**src/rtl/frame_addr_seq.sv**
```systemverilog
// Frame address sequencer: rotates through frame buffers and produces the AXI
// burst start address for every burst, realigning line ends to the line stride.
module frame_addr_seq #(
  parameter int unsigned ASIZE          = 29,
  parameter int unsigned BURST_MAP_ADDR = 200*8*8,
  parameter int unsigned NUM_FB         = 4,
  parameter int unsigned FBW            = 2,
  parameter int unsigned BCW            = 12,
  parameter int unsigned LCW            = 12
) (
  input  logic             clock,
  input  logic             rst_n,
  input  logic             new_base,
  input  logic [ASIZE-1:0] baseaddr,
  input  logic [ASIZE-1:0] frame_stride,
  input  logic [ASIZE-1:0] line_increate_addr,
  input  logic [BCW-1:0]   bursts_per_line,
  input  logic [LCW-1:0]   lines_per_frame,
  input  logic [FBW:0]     fb_num,
  input  logic             burst_done,
  input  logic             tail_done,
  output logic [ASIZE-1:0] out_addr,
  output logic [FBW-1:0]   fb_index,
  output logic [LCW-1:0]   line_cnt,
  output logic             busy,
  output logic             frame_done,
  output logic             overrun
);

  localparam int unsigned FBNW = FBW + 1;
  localparam logic [ASIZE-1:0] BURST_INC = ASIZE'(BURST_MAP_ADDR);
  localparam logic [FBNW-1:0]  MAX_FB    = FBNW'(NUM_FB);

  typedef enum logic [1:0] {IDLE, ACTIVE, DONE} state_t;

  state_t           state_q, state_d;
  logic [ASIZE-1:0] out_addr_q, out_addr_d;
  logic [ASIZE-1:0] frame_base_q, frame_base_d;
  logic [ASIZE-1:0] line_base_q, line_base_d;
  logic [FBW-1:0]   fb_index_q, fb_index_d;
  logic [LCW-1:0]   line_cnt_q, line_cnt_d;
  logic [BCW-1:0]   burst_cnt_q, burst_cnt_d;
  logic             busy_q, busy_d;
  logic             frame_done_q, frame_done_d;
  logic             overrun_q, overrun_d;
  logic             first_q, first_d;
  logic             burst_d_q, tail_d_q;
  logic             burst_ev_q, burst_ev_d;
  logic             tail_ev_q, tail_ev_d;

  logic [FBNW-1:0]  eff_fb_num;
  logic [FBNW-1:0]  idx_inc;
  logic [FBW-1:0]   new_idx;
  logic [ASIZE-1:0] new_line_base;
  logic             line_end;

  // State and datapath registers
  always_ff @(posedge clock or negedge rst_n) begin
    if (!rst_n) begin
      state_q      <= IDLE;
      out_addr_q   <= '0;
      frame_base_q <= '0;
      line_base_q  <= '0;
      fb_index_q   <= '0;
      line_cnt_q   <= '0;
      burst_cnt_q  <= '0;
      busy_q       <= 1'b0;
      frame_done_q <= 1'b0;
      overrun_q    <= 1'b0;
      first_q      <= 1'b1;
      burst_d_q    <= 1'b0;
      tail_d_q     <= 1'b0;
      burst_ev_q   <= 1'b0;
      tail_ev_q    <= 1'b0;
    end else begin
      state_q      <= state_d;
      out_addr_q   <= out_addr_d;
      frame_base_q <= frame_base_d;
      line_base_q  <= line_base_d;
      fb_index_q   <= fb_index_d;
      line_cnt_q   <= line_cnt_d;
      burst_cnt_q  <= burst_cnt_d;
      busy_q       <= busy_d;
      frame_done_q <= frame_done_d;
      overrun_q    <= overrun_d;
      first_q      <= first_d;
      burst_d_q    <= burst_done;
      tail_d_q     <= tail_done;
      burst_ev_q   <= burst_ev_d;
      tail_ev_q    <= tail_ev_d;
    end
  end

  // Next-state: new_base has priority; an edge detected alongside new_base is dropped
  always_comb begin
    state_d       = state_q;
    out_addr_d    = out_addr_q;
    frame_base_d  = frame_base_q;
    line_base_d   = line_base_q;
    fb_index_d    = fb_index_q;
    line_cnt_d    = line_cnt_q;
    burst_cnt_d   = burst_cnt_q;
    frame_done_d  = 1'b0;
    overrun_d     = 1'b0;
    first_d       = first_q;
    burst_ev_d    = burst_done & ~burst_d_q & ~new_base;
    tail_ev_d     = tail_done & ~tail_d_q & ~new_base;
    line_end      = 1'b0;
    new_line_base = line_base_q + line_increate_addr;

    if (fb_num == '0)        eff_fb_num = FBNW'(1);
    else if (fb_num > MAX_FB) eff_fb_num = MAX_FB;
    else                      eff_fb_num = fb_num;

    idx_inc = {1'b0, fb_index_q} + FBNW'(1);
    if (first_q || (idx_inc >= eff_fb_num)) new_idx = '0;
    else                                    new_idx = idx_inc[FBW-1:0];

    if (new_base) begin
      fb_index_d   = new_idx;
      frame_base_d = (new_idx == '0) ? baseaddr : (frame_base_q + frame_stride);
      line_base_d  = frame_base_d;
      out_addr_d   = frame_base_d;
      burst_cnt_d  = '0;
      line_cnt_d   = '0;
      first_d      = 1'b0;
      state_d      = ACTIVE;
    end else if (burst_ev_q || tail_ev_q) begin
      if (state_q == ACTIVE) begin
        line_end = tail_ev_q ||
                   ((bursts_per_line != '0) &&
                    (burst_cnt_q == (bursts_per_line - BCW'(1))));
        if (line_end) begin
          line_base_d = new_line_base;
          out_addr_d  = new_line_base;
          burst_cnt_d = '0;
          if ((lines_per_frame != '0) &&
              (line_cnt_q == (lines_per_frame - LCW'(1)))) begin
            state_d      = DONE;
            frame_done_d = 1'b1;
          end else begin
            line_cnt_d = line_cnt_q + LCW'(1);
          end
        end else begin
          out_addr_d  = out_addr_q + BURST_INC;
          burst_cnt_d = burst_cnt_q + BCW'(1);
        end
      end else begin
        overrun_d = 1'b1;
      end
    end

    busy_d = (state_d == ACTIVE);
  end

  assign out_addr   = out_addr_q;
  assign fb_index   = fb_index_q;
  assign line_cnt   = line_cnt_q;
  assign busy       = busy_q;
  assign frame_done = frame_done_q;
  assign overrun    = overrun_q;

endmodule

```
**config.mk**
```make
export PLATFORM = sky130hd
export DESIGN_NAME = frame_addr_seq
export DESIGN_NICKNAME = d
export VERILOG_FILES = /design/src/rtl/frame_addr_seq.sv
export SDC_FILE = /design/constraint.sdc
export NUM_CORES = 1
export LEC_CHECK = 0
export CAP_MARGIN = 25
export CORE_UTILIZATION = 35
export CTS_CLUSTER_DIAMETER = 100
export DETAILED_ROUTE_END_ITERATION = 10
export HOLD_SLACK_MARGIN = 0.1
export PLACE_DENSITY = 0.55
export SYNTH_ARGS = -nofsm -noshare
export SYNTH_HDL_FRONTEND = slang
export SYNTH_SLANG_ARGS = --single-unit
```
**constraint.sdc**
```tcl
create_clock -name clock -period 3.2 [get_ports clock]
set_clock_uncertainty 0.2 [all_clocks]
set_input_delay 0.48 -clock clock [delete_from_list [all_inputs] [get_ports clock]]
set_output_delay 0.48 -clock clock [all_outputs]
set_load 0.1 [all_outputs]
```
Word level (Yosys, flattened, before mapping)
Index checks and enable logic that the tools add are counted.

operators by class
  add/subtract/negate cells = 8
  magnitude comparators = 2
  equality and inequality tests = 5
  multiplexer cells = 34
  bitwise logic cells = 7
  reduce and logical (&&, ||, !) cells = 15

operators by type and width
  kind                    number
  $mux 29                 9
  $mux 12                 9
  $add 29x29->29          2
  $add 29x14->29 const B  1
  $add 12x1->12 const B   2
  $eq 12x12->1            2
  $reduce_bool 12->1      2
  $sub 12x1->12 const B   2
  $mux 2                  6
  $mux 1                  8
  $mux 3                  2
  $reduce_bool 2->1       3
  $and 1x1->1             4
  $eq 2x1->1 const B      2
  $reduce_and 4->1        1
  $add 2x1->3 const B     1
  $ge 3x3->1              1
  $gt 3x3->1 const B      1
  $logic_not 3->1         1
  $logic_or 1x1->1        3
  $not 1->1               3
  $reduce_and 3->1        1
  $logic_and 1x1->1       2
  $logic_not 2->1         1
  2 further kinds         2

word-level totals
  flip-flop bits (word level) = 123
  bits of input ports = 119
  output and inout bits = 46
  word-level logic and storage cells = 86

Longest topological paths before layout
Gate-level depths: netlist of run 1.

  depth after elaboration = 9
  gate-level depth with buffers = 14
  depth with buffers taken out = 12

Worst setup path before layout of run 1
OpenSTA, ideal clock, no wires.

  kind = register to register
  start = register fb_index_q[0], in the netlist fb_index[0]
  end = register line_base_q[27]
  setup time = 0.119 ns
  arrival time = 3.148 ns
  required time = 2.881 ns
  slack = -0.267 ns
  stages on the path, launching flop included = 11
  clock period less this slack = 3.467 ns
  cells stage by stage = dfrtp_1 -> ha_1 -> ha_1 -> a21oi_1 -> o21ai_0 -> a21oi_1 -> nand3_1 -> or4_1 -> nand3b_1 -> o22ai_1 -> o21a_1

between the ends
  word-level cells in the longest chain between the ends = 7

ends and longest elaborated chain
  what                    line  RTL
  from (decl)             40    logic [FBW-1:0] fb_index_q, fb_index_d;
  from (signal assigned)  80    fb_index_q <= fb_index_d;
  $add 2x1->3 (*)         115   idx_inc = {1'b0, fb_index_q} + FBNW'(1);
  $ge 3x3->1              116   if (first_q || (idx_inc >= eff_fb_num)) new_idx = '0;
  $logic_or 1x1->1        116
  $mux 2 (*)              116
  $logic_not 2->1 (*)     121   frame_base_d = (new_idx == '0) ? baseaddr : (frame_base_q + frame_stride);
  $mux 29 (*)             121
  $mux 29 (*)             119   if (new_base) begin
  to (signal assigned)    79    line_base_q <= line_base_d;
  to (decl)               39    logic [ASIZE-1:0] line_base_q, line_base_d;

Every way passes the cells marked *; elsewhere a longest branch is shown, timed or not.
A chain may end at the register's enable or synchronous reset.

Worst setup path in the final report of run 1
  start = input frame_stride[0]
  end = register out_addr_q[24], in the netlist out_addr[24]

between the ends
  word-level cells in the longest chain between the ends = 3

ends and longest elaborated chain
  what                  line  RTL
  from (decl)           15    input logic [ASIZE-1:0] frame_stride,
  $add 29x29->29        121
  $mux 29               121
  $mux 29               119
  to (signal assigned)  77    out_addr_q <= out_addr_d;
  to (decl)             37    logic [ASIZE-1:0] out_addr_q, out_addr_d;

No other way between the ends.

==> flow_metrics.tcl, run 1 <==
set metrics [dict create \
    run_status "complete, no violations" \
    num_io_pins 165 \
    worstPathRequired_ns 3.34 \
    reg2reg_depth 11 \
    tightest_slew_ns 0.938 \
    detail_route.iter0.violations 851 \
    dp_slack_ns -0.770 \
    grt_first_pass_wirelength_microns 51600 \
    clkLatencyLatePin_ns 0.43 \
    synth_area_leader_cell "sky130_fd_sc_hd__dfrtp_1" \
    worst_setup_slack_for_register_to_register_paths_ns 0.16 \
    globalRouteOverflowTotal 0 \
    detail_route.wirelength_microns 33100 \
    final_min_period_over_clock_period_pct 97.2 \
    achievable-frequency_ghz 0.322 \
    cts_root_buf "sky130_fd_sc_hd__clkbuf_16" \
    post-place-cells 1919 \
    cpPeakStageDelay_ns 0.47 \
    synth.area.top_cells "sky130_fd_sc_hd__dfrtp_1 (31%), sky130_fd_sc_hd__ha_1 (8.3%), sky130_fd_sc_hd__nor2_1 (4.7%)" \
    number_of_synthesis_warnings 0 \
    drc_errors 0 \
    series_of_cell_instances_along_the_critical_path "clkdlybuf4s50_1 > ha_2 > inv_1 > fa_2 > nand2b_4 > a21oi_4 > o2111ai_4 > a21oi_2 > nor3_1 > or2_2 > xor2_1 > o21ai_1 > buf_4 > nor2b_1" \
    cp-start-kind "input port" \
    vias_in_the_first_global_route 9597 \
    cts_htree_levels 4 \
    number_of_cells_on_the_critical_path 14 \
    design.die.area_sq_mm 0.0290 \
    areaGrowthSynthToFinish_pct 47.5 \
    detail_route.first_pass.iterations 5 \
    setup-violations-final 0 \
    cts_tree "done" \
    vias 10251 \
    synth_edf_count 0 \
    dieWidth_microns 170 \
    initial_core_util_pct 35.6 \
    postLayoutSetupSlackWorst_ns 0.0898 \
    routabilityCongestion 0.915 \
    detailed_place_hpwl_microns 25700 \
    crit_end "out_addr[24]" \
    critPathCaptureType "flop" \
    rr_endpoint "line_base_q[26]" \
    route.detailed.vias_per_inst 5.22 \
    postSynthAreaPerCell_sq_um 8.26 \
    port_buffers 164 \
    peak_fanout_along_the_critical_path 3 \
    critical_path_arrival_ns 3.25 \
    critical_path.top_delay_family "simple AND/OR/NAND/NOR gates" \
    postSynthNetCount 1389 \
    crit_path_top_delay_cell "sky130_fd_sc_hd__clkdlybuf4s50_1" \
    netlist.area_leader.share_pct 30.8 \
    post_route_cells_drive_above_1_share_pct 25.8 \
    worst_setup_path_startpoint "frame_stride[0]" \
    cellLeakagePower_uw 0.00667 \
    grt.total_usage_pct 22.9 \
    period_needed_ns 3.11 \
    finalHoldWorstSlack_ns 0.204 \
    chipHeight_microns 170 \
    number_of_antenna_violations_at_the_first_check_in_global_routing 1 \
    r2r-start "line_base_q[0]" \
    fill_cell_count 2631 \
    cts_buffers 17 \
    multiInputGateArea_sq_mm 0.00684 \
    floorplan.rows 61 \
    postRouteAntennaNets 0 \
    final-instance-count-excl-fill 1963 \
    maxSlewViolCount 0 \
    clkTransAtPathRegs_ns 0.06 \
    clock_tree.buffer_depth 2 \
    cts.sink_count 123 \
    syn-instance-count 1202 \
    core_sq_mm 0.0279 \
    synth_cell_type_count 81 \
    synth_sequential_area_ratio_pct 31.0 \
    asyncSetResetFlopFracSynth_pct 100 \
    synth_flop_cell "sky130_fd_sc_hd__dfrtp_1" \
    synthesis.area_sq_mm 0.00993 \
    final_core_utilization_pct 52.6 \
    detail_route.wl_per_cell_microns 16.9 \
    synth-seq-cells 123 \
    max_cap_violations 0 \
    ff_latch_area_sq_mm 0.00308 \
    fin_total_pwr_uw 14100 \
    worst-path-buf-inv 3 \
    report.final.hold_viol_count 0 \
    hold_class "flop to flop" \
    worst_slew_margin_rel_pct 37.2 \
    maximum_ir_drop_on_the_vdd_rail_uv 464 \
    grt_max_degree 52 \
    nets 1759 \
    criticalPathCategory "input port to flop" \
    power.density_mw_per_mm2 965 \
]
worst min path at each step:
| stage | from | end | slack, ns | cells past startpoint |
|---|---|---|---|---|
| 6_report | burst_d_q | burst_ev_q | 0.20 | 1 |
| 5_1_grt | burst_d_q | burst_ev_q | 0.22 | 1 |
| 4_1_cts | burst_d_q | burst_ev_q | 0.21 | 1 |
| 3_5_place_dp | burst_d_q | burst_ev_q | 0.20 | 1 |
| 3_3_place_gp | tail_d_q | tail_ev_q | 0.19 | 1 |
| 2_1_floorplan | rst_n | burst_cnt_q[0] | -0.02 | 0 |
repair_timing:
| item | in CTS | in global routing |
|---|---|---|
| hold buffers | 1 | 0 |
| buffers inserted | 2 | 8 |
| gates resized for setup | 19 | 78 |
| pin swaps | 5 | 30 |
| cloned | 0 | 1 |
| hold endpoints to repair | 21 | 0 |
| setup endpoints to repair | 27 | 82 |
state kept, by name, summed over array words and instances (netlist names), 2 cells and up:
| name | flops |
|---|---|
| line_base_q | 29 |
| burst_cnt_q | 12 |
| out_addr | 29 |
| frame_base_q | 29 |
| fb_index | 2 |
| state_q | 2 |
| line_cnt | 12 |
worst reg2reg max path, delay by kind of cell, from the launching register on:
kind / cells / cell delay (ns)
adders and majority gates: 2 / 0.60
xor gates and xnor gates: 1 / 0.15
AOI/OAI and AO/OA: 7 / 1.39
and+or+nand+nor: 1 / 0.19
DFF: 1 / 0.38
power by group:
part           leakage, uW  internal (uW)  switching, uW
combinational      0.00489           4020           5430
clock             0.000289           1250            765
sequential         0.00149           2120            555
logic make-up after synthesis:
family,count (synthesis),synth area share (%)
fa+ha+maj,68,8.72
flops,123,31.0
buf+inv,92,3.92
xor+xnor,92,8.12
simple gates,425,21.1
mux,14,1.44
compound gates,388,25.7
final cells by class:
type,count,area share (%)
Timing Repair Buffer,406,23.9
Sequential cell,123,21.1
Tap cell,378,3.23
Antenna cell,1,0.0171
Inverter,37,0.949
Multi-Input combinational cell,987,46.7
Clock inverter,13,1.14
Clock buffer,18,3.00
cells in the final DEF, fill, tap and decap left out, types with 12 or more instances in the layout:
cell,Yosys,routed
sky130_fd_sc_hd__buf_4,0,276
sky130_fd_sc_hd__a21o_1,48,48
sky130_fd_sc_hd__a21oi_1,91,85
sky130_fd_sc_hd__nor3_1,30,27
sky130_fd_sc_hd__nor2b_1,13,12
sky130_fd_sc_hd__and3_1,26,26
sky130_fd_sc_hd__a31oi_1,16,15
sky130_fd_sc_hd__clkbuf_16,0,18
sky130_fd_sc_hd__xnor2_1,48,44
sky130_fd_sc_hd__nand4_1,15,15
sky130_fd_sc_hd__ha_1,66,60
sky130_fd_sc_hd__inv_1,36,34
sky130_fd_sc_hd__clkdlybuf4s50_1,0,106
sky130_fd_sc_hd__o211ai_1,15,15
sky130_fd_sc_hd__o21a_1,18,18
sky130_fd_sc_hd__dfrtp_1,122,119
sky130_fd_sc_hd__o21ai_0,92,80
sky130_fd_sc_hd__a211oi_1,19,13
sky130_fd_sc_hd__nand2b_1,14,13
sky130_fd_sc_hd__nand3_1,45,43
sky130_fd_sc_hd__nor2_1,123,120
sky130_fd_sc_hd__xor2_1,44,43
sky130_fd_sc_hd__nand2_1,104,104
synth_stat cells, drive strengths merged (4+ instances only):
cell type	count
and3	26
nor3	31
o2bb2ai	4
xnor2	48
buf	15
o211ai	15
nand3	45
inv	37
a22oi	4
a211oi	20
and4	7
o2111ai	5
nor2	124
a21o	48
or3	8
o21ai	96
nand2	104
a211o	4
nand2b	14
o21bai	4
dfrtp	122
nor4	8
a41oi	4
ha	66
a221oi	7
o31a	4
nor3b	6
or2	6
and2	8
nor2b	13
a21oi	91
mux2i	12
xor2	44
a31oi	16
clkbuf	40
o21a	18
o311ai	4
o31ai	10
nand4	15
through the flow:
stage,TNS (ns),cell area (sq um)
6_report,0,14600
3_5_place_dp,-38.86,13500
2_1_floorplan,0,9930
5_1_grt,-0.0382,14600
3_3_place_gp,-35.93,13500
4_1_cts,-0.0192,14200
layer usage:
metal	routed length, microns	up-vias	part of all wire [%]	global-route usage (%)
li1	-	5168	-	-
met1	16400	4818	50	34.0
met2	14400	239	44	34.1
met3	1850	26	5.6	3.86
met4	374	0	1.1	5.17
met5	0	-	0	0
(Power assumes the default switching activity.)
==> run 2, diff against run 1 <==
==> constraint.sdc (replaced) <==
create_clock -name clock -period 2.75 [get_ports clock]
set_clock_uncertainty 0.2 [all_clocks]
set_input_delay 0.4125 -clock clock [delete_from_list [all_inputs] [get_ports clock]]
set_output_delay 0.4125 -clock clock [all_outputs]
set_load 0.1 [all_outputs]
==> flow_metrics.tcl, run 2 (synthesis gave the netlist of run 1 again) <==
set metrics [dict create \
    run_status "finished with violations" \
    violated_checks "negative setup slack" \
    max_cap_violations 0 \
    dieWidth_microns 170 \
    cts_htree_levels 4 \
    fill_cell_count 2422 \
    detail_route.wl_per_cell_microns 18.1 \
    vias 11063 \
    criticalPathCategory "flop to flop" \
    cts_root_buf "sky130_fd_sc_hd__clkbuf_16" \
    grt_max_degree 45 \
    final-instance-count-excl-fill 2073 \
    detail_route.iter0.violations 937 \
    post_route_cells_drive_above_1_share_pct 41.9 \
    globalRouteOverflowTotal 0 \
    grt.total_usage_pct 25.8 \
    initial_core_util_pct 35.6 \
    hold_class "flop to flop" \
    worst_slew_margin_rel_pct 49.4 \
    vias_in_the_first_global_route 10871 \
    maximum_ir_drop_on_the_vdd_rail_uv 622 \
    rr_endpoint "out_addr[28]" \
    clkTransAtPathRegs_ns 0.07 \
    detail_route.wirelength_microns 37600 \
    number_of_antenna_violations_at_the_first_check_in_global_routing 1 \
    nets 1868 \
    mostFrequentLayoutCell "sky130_fd_sc_hd__buf_4" \
    reg2reg_depth 11 \
    number_of_cells_on_the_critical_path 11 \
    core_sq_mm 0.0279 \
    final_design_area_excluding_fillers_sq_mm 0.0168 \
    worst_setup_slack_for_register_to_register_paths_ns -0.24 \
    drc_errors 0 \
    cts.sink_count 123 \
    final_min_period_over_clock_period_pct 109 \
    worst_setup_path_startpoint "line_base_q[0]" \
    worstPathRequired_ns 2.88 \
    power.density_mw_per_mm2 1160 \
    worst-path-buf-inv 0 \
    critical_path_arrival_ns 3.12 \
    crit_path_top_delay_cell "sky130_fd_sc_hd__dfrtp_1" \
    route.detailed.vias_per_inst 5.34 \
    unrepaired_setup_endpoints_after_global_routing "yes" \
    postLayoutSetupSlackWorst_ns -0.242 \
    grt_first_pass_wirelength_microns 58100 \
    num_io_pins 165 \
    crit_end "out_addr[28]" \
    cts_tree "done" \
    dpl-instance-area_sq_mm 0.0141 \
    series_of_cell_instances_along_the_critical_path "ha_4 > fa_2 > a211oi_4 > o21ai_2 > and4_4 > nor3_4 > o31ai_4 > a221oi_4 > xnor2_2 > xnor2_1 > a211oi_1" \
    areaGrowthSynthToFinish_pct 69.6 \
    routabilityCongestion 0.910 \
    chipHeight_microns 170 \
    cp-start-kind "flop" \
    fin_tns_setup_ns -3.23 \
    port_buffers 164 \
    design.die.area_sq_mm 0.0290 \
    critPathCaptureType "flop" \
    peak_fanout_along_the_critical_path 3 \
    setup-violations-final 37 \
    critical_path.top_delay_family "compound AO/OA/AOI/OAI gates" \
    cts_buffers 17 \
    finalHoldWorstSlack_ns 0.223 \
    clock_tree.buffer_depth 2 \
    achievable-frequency_ghz 0.334 \
    detail_route.first_pass.iterations 5 \
    cellLeakagePower_uw 0.00748 \
    detailed_place_hpwl_microns 27300 \
    tightest_slew_ns 0.755 \
    cpPeakStageDelay_ns 0.40 \
    final_cell_mix "sky130_fd_sc_hd__buf_4 (351), sky130_fd_sc_hd__nor2_1 (113), sky130_fd_sc_hd__dfrtp_1 (100)" \
    maxSlewViolCount 0 \
    postRouteAntennaNets 0 \
    floorplan.rows 61 \
    period_needed_ns 2.99 \
    report.final.hold_viol_count 0 \
    post-place-cells 1973 \
    clkLatencyLatePin_ns 0.43 \
    r2r-start "line_base_q[0]" \
]
## run 2: cell count changes in the layout (fill, tap and decap cells not counted), sizes merged
| cell | previous run | this run |
|---|---|---|
| buf | 288 | 400 |
| clkdlybuf4s50 | 106 | 81 |
| dlygate4sd2 | 0 | 15 |
| clkbuf | 19 | 26 |
| clkdlybuf4s15 | 0 | 2 |
| dlymetal6s2s | 10 | 8 |
| bufinv | 3 | 2 |
| inv | 39 | 40 |
| nor3b | 6 | 7 |
## run 2: cell type report
class | count | area [sq um] | share of cell area (%)
Antenna cell | 1 | 2.50 | 0.0149
Clock buffer | 19 | 453 | 2.69
Clock inverter | 13 | 141 | 0.840
Inverter | 37 | 168 | 0.996
Multi-Input combinational cell | 988 | 8060 | 47.9
Sequential cell | 123 | 3120 | 18.5
Tap cell | 378 | 473 | 2.81
Timing Repair Buffer | 514 | 4420 | 26.2
## run 2: power breakdown
group	internal [uW]	switching [uW]
clock	1390	920
sequential	2490	638
combinational	6420	7590
## run 2: worst min path at each step
stage                          end  cells after the start      start  slack, ns
finish                  burst_ev_q                      1  burst_d_q       0.22
global route            burst_ev_q                      1  burst_d_q       0.24
CTS                     burst_ev_q                      1  burst_d_q       0.23
detailed placement      burst_ev_q                      1  burst_d_q       0.19
global placement         tail_ev_q                      1   tail_d_q       0.19
floorplan           burst_cnt_q[0]                      0      rst_n      -0.08
## run 2: through the flow
stage | worst slack [ns] | total power (uW) | utilization (%)
detailed placement | -0.932 | 14200 | 50.8
global placement | -0.859 | 14100 | 50.8
global route | -0.375 | 20600 | 60.4
CTS | -0.246 | 18000 | 56.8
finish | -0.242 | 19400 | 60.4
floorplan | -0.101 | 9650 | -
## run 2: per-layer routing
| metal | global-route usage (%) | vias to the layer above | share of wire, % |
|---|---|---|---|
| li1 | - | 5366 | - |
| met1 | 38.0 | 5374 | 48 |
| met5 | 0 | - | 0 |
| met3 | 3.33 | 50 | 4.4 |
| met2 | 39.2 | 273 | 45 |
| met4 | 7.52 | 0 | 1.9 |
## run 2: timing repair
item                       4_1_cts  5_1_grt
hold buffers                     1        0
hold endpoints to repair        42        0
setup buffers                   38       39
setup endpoints to repair      103      106
cloned                           2        1
gates resized for setup        197      206
pin swaps                      113      139
==> run 3, diff against run 2 <==
--- a/config.mk
+++ b/config.mk
@@ -6,6 +6,7 @@
 export NUM_CORES = 1
 export LEC_CHECK = 0
 export CAP_MARGIN = 25
+export CORE_MARGIN = 3
 export CORE_UTILIZATION = 35
 export CTS_CLUSTER_DIAMETER = 100
 export DETAILED_ROUTE_END_ITERATION = 10
==> flow_metrics.tcl, run 3 (synthesis gave the netlist of run 1 again) <==
set metrics [dict create \
    grt_first_pass_wirelength_microns 57600 \
    mostFrequentLayoutCell "sky130_fd_sc_hd__buf_4" \
    worstPathRequired_ns 2.89 \
    fin_total_pwr_uw 19200 \
    num_io_pins 165 \
    reg2reg_depth 12 \
    postLayoutSetupSlackWorst_ns -0.225 \
    routabilityCongestion 0.938 \
    ff_latch_area_sq_mm 0.00312 \
    postRouteAntennaNets 0 \
    achievable-frequency_ghz 0.336 \
    floorplan.rows 61 \
    vias_in_the_first_global_route 10534 \
    pwr-share-clk_pct 13.0 \
    core_sq_mm 0.0279 \
    power.density_mw_per_mm2 1160 \
    cts.sink_count 123 \
    worst_slew_margin_rel_pct 57.4 \
    criticalPathCategory "flop to flop" \
    cts_htree_levels 4 \
    fill_cell_count 2428 \
    switching_power_uw 9070 \
    hold_class "input port to flop" \
    cts_root_buf "sky130_fd_sc_hd__clkbuf_16" \
    max_cap_violations 0 \
    areaGrowthSynthToFinish_pct 66.3 \
    maximum_ir_drop_on_the_vdd_rail_uv 568 \
    initial_core_util_pct 35.6 \
    setup-violations-final 33 \
    clkTransAtPathRegs_ns 0.06 \
    crit_end "out_addr[27]" \
    final_cell_mix "sky130_fd_sc_hd__buf_4 (347), sky130_fd_sc_hd__nor2_1 (113), sky130_fd_sc_hd__dfrtp_1 (101)" \
    detail_route.iter0.violations 745 \
    clkLatencyLatePin_ns 0.43 \
    design.die.area_sq_mm 0.0304 \
    rr_endpoint "out_addr[27]" \
    r2r-start "frame_base_q[0]" \
    port_buffers 164 \
    worst_setup_slack_for_register_to_register_paths_ns -0.23 \
    multiInputGateArea_sq_mm 0.00785 \
    portion_of_total_power_attributed_to_sequential_cells_pct 16.3 \
    critical_path_arrival_ns 3.11 \
    final_core_utilization_pct 59.2 \
    detail_route.wl_per_cell_microns 18.2 \
    dieWidth_microns 174 \
    number_of_antenna_violations_at_the_first_check_in_global_routing 1 \
    final_min_period_over_clock_period_pct 108 \
    chipHeight_microns 174 \
    detailed_place_hpwl_microns 27900 \
    grt_max_degree 52 \
    period_needed_ns 2.98 \
    cp-start-kind "flop" \
    violated_checks "negative setup slack" \
    route.detailed.vias_per_inst 5.35 \
    globalRouteOverflowTotal 0 \
    cts_tree "done" \
    clock_tree.buffer_depth 2 \
    comb_power_share_pct 70.7 \
    cellLeakagePower_uw 0.00739 \
    vias 11019 \
    worst_setup_path_startpoint "frame_base_q[0]" \
    detail_route.wirelength_microns 37500 \
    post_route_cells_drive_above_1_share_pct 39.4 \
    detail_route.first_pass.iterations 7 \
    grt.total_usage_pct 23.7 \
    run_status "finished with violations" \
    maxSlewViolCount 0 \
    drc_errors 0 \
    tightest_slew_ns 0.637 \
    nets 1853 \
    peak_fanout_along_the_critical_path 3 \
    unrepaired_setup_endpoints_after_global_routing "yes" \
    internal_power_uw 10100 \
    critPathCaptureType "flop" \
    cts_buffers 17 \
    swShare_pct 47.3 \
    report.final.hold_viol_count 0 \
]
==> run 3: changes by cell type in the layout (fill, tap and decap cells not counted), sizes merged <==
| cell | change |
|---|---|
| inv | +3 |
| clkinv | -2 |
| buf | -14 |
| bufinv | +2 |
| clkdlybuf4s15 | +1 |
| nor3b | -1 |
| clkdlybuf4s50 | +1 |
| clkbuf | -4 |
| clkinvlp | -1 |
==> run 3: layout make-up <==
cell class,count,share of cell area [%]
multi-input combinational,987,47.6
timing repair buffer,500,25.8
sequential,123,18.9
tap,378,2.87
clock buffer,17,2.58
clock inverter,15,1.27
inverter,37,1.00
antenna,1,0.0152
==> run 3: worst min-delay path by stage <==
| stage | start | end | slack [ns] | depth (start not counted) |
|---|---|---|---|---|
| finish | new_base | frame_base_q[12] | 0.20 | 2 |
| global route | new_base | frame_base_q[12] | 0.19 | 2 |
| CTS | new_base | frame_base_q[15] | 0.18 | 3 |
| detailed placement | tail_d_q | tail_ev_q | 0.19 | 1 |
| global placement | tail_d_q | tail_ev_q | 0.19 | 1 |
| floorplan | rst_n | burst_cnt_q[0] | -0.08 | 0 |
==> run 3: critical path, stage by stage, from the launching register on <==
cell,delay (ns)
sky130_fd_sc_hd__dfrtp_1,0.41
sky130_fd_sc_hd__ha_4,0.18
sky130_fd_sc_hd__buf_6,0.12
sky130_fd_sc_hd__a211oi_4,0.25
sky130_fd_sc_hd__o21ai_2,0.12
sky130_fd_sc_hd__a211oi_2,0.30
sky130_fd_sc_hd__o21ai_2,0.14
sky130_fd_sc_hd__a221oi_4,0.35
sky130_fd_sc_hd__buf_4,0.18
sky130_fd_sc_hd__or4_4,0.11
sky130_fd_sc_hd__nand3b_1,0.20
sky130_fd_sc_hd__buf_6,0.19
sky130_fd_sc_hd__o31ai_4,0.15
==> run 3: timing repair <==
action | in CTS | in global routing
endpoints found under the setup margin | 101 | 103
setup buffers | 33 | 18
cloned | 2 | 2
hold buffers | 1 | 0
hold endpoints to repair | 34 | 0
resized for setup | 161 | 173
pin swaps | 107 | 93
==> run 3: routing by layer <==
metal / vias to the layer above / routed length [microns] / GRT usage (%)
li1: 5352 / - / -
met1: 5327 / 18600 / 35.6
met2: 286 / 16600 / 35.6
met3: 54 / 1530 / 3.45
met4: 0 / 770 / 6.33
met5: - / 0 / 0
==> run 3: per-stage QoR <==
| step | TNS, ns | hold WS, ns | worst slack (ns) | area, sq um | cells |
|---|---|---|---|---|---|
| 4_1_cts | -3.16 | 0.179 | -0.274 | 15700 | 2047 |
| 6_report | -3.47 | 0.196 | -0.225 | 16500 | 2058 |
| 5_1_grt | -9.71 | 0.194 | -0.354 | 16500 | 2058 |
| 3_5_place_dp | -73.94 | 0.189 | -0.887 | 14200 | 1982 |
| 2_1_floorplan | -0.951 | -0.0831 | -0.101 | 10200 | 1202 |
| 3_3_place_gp | -70.65 | 0.186 | -0.860 | 14200 | 1982 |
==> run 3: power by group through the flow <==
stage	Sequential [uW]	Combinational, uW	Clock [uW]
after floorplan	4520	5120	0
after global placement	3070	11100	0
after detailed placement	3090	11200	0
after CTS	3100	12200	2530
after global routing	3200	14500	2620
final	3130	13600	2500
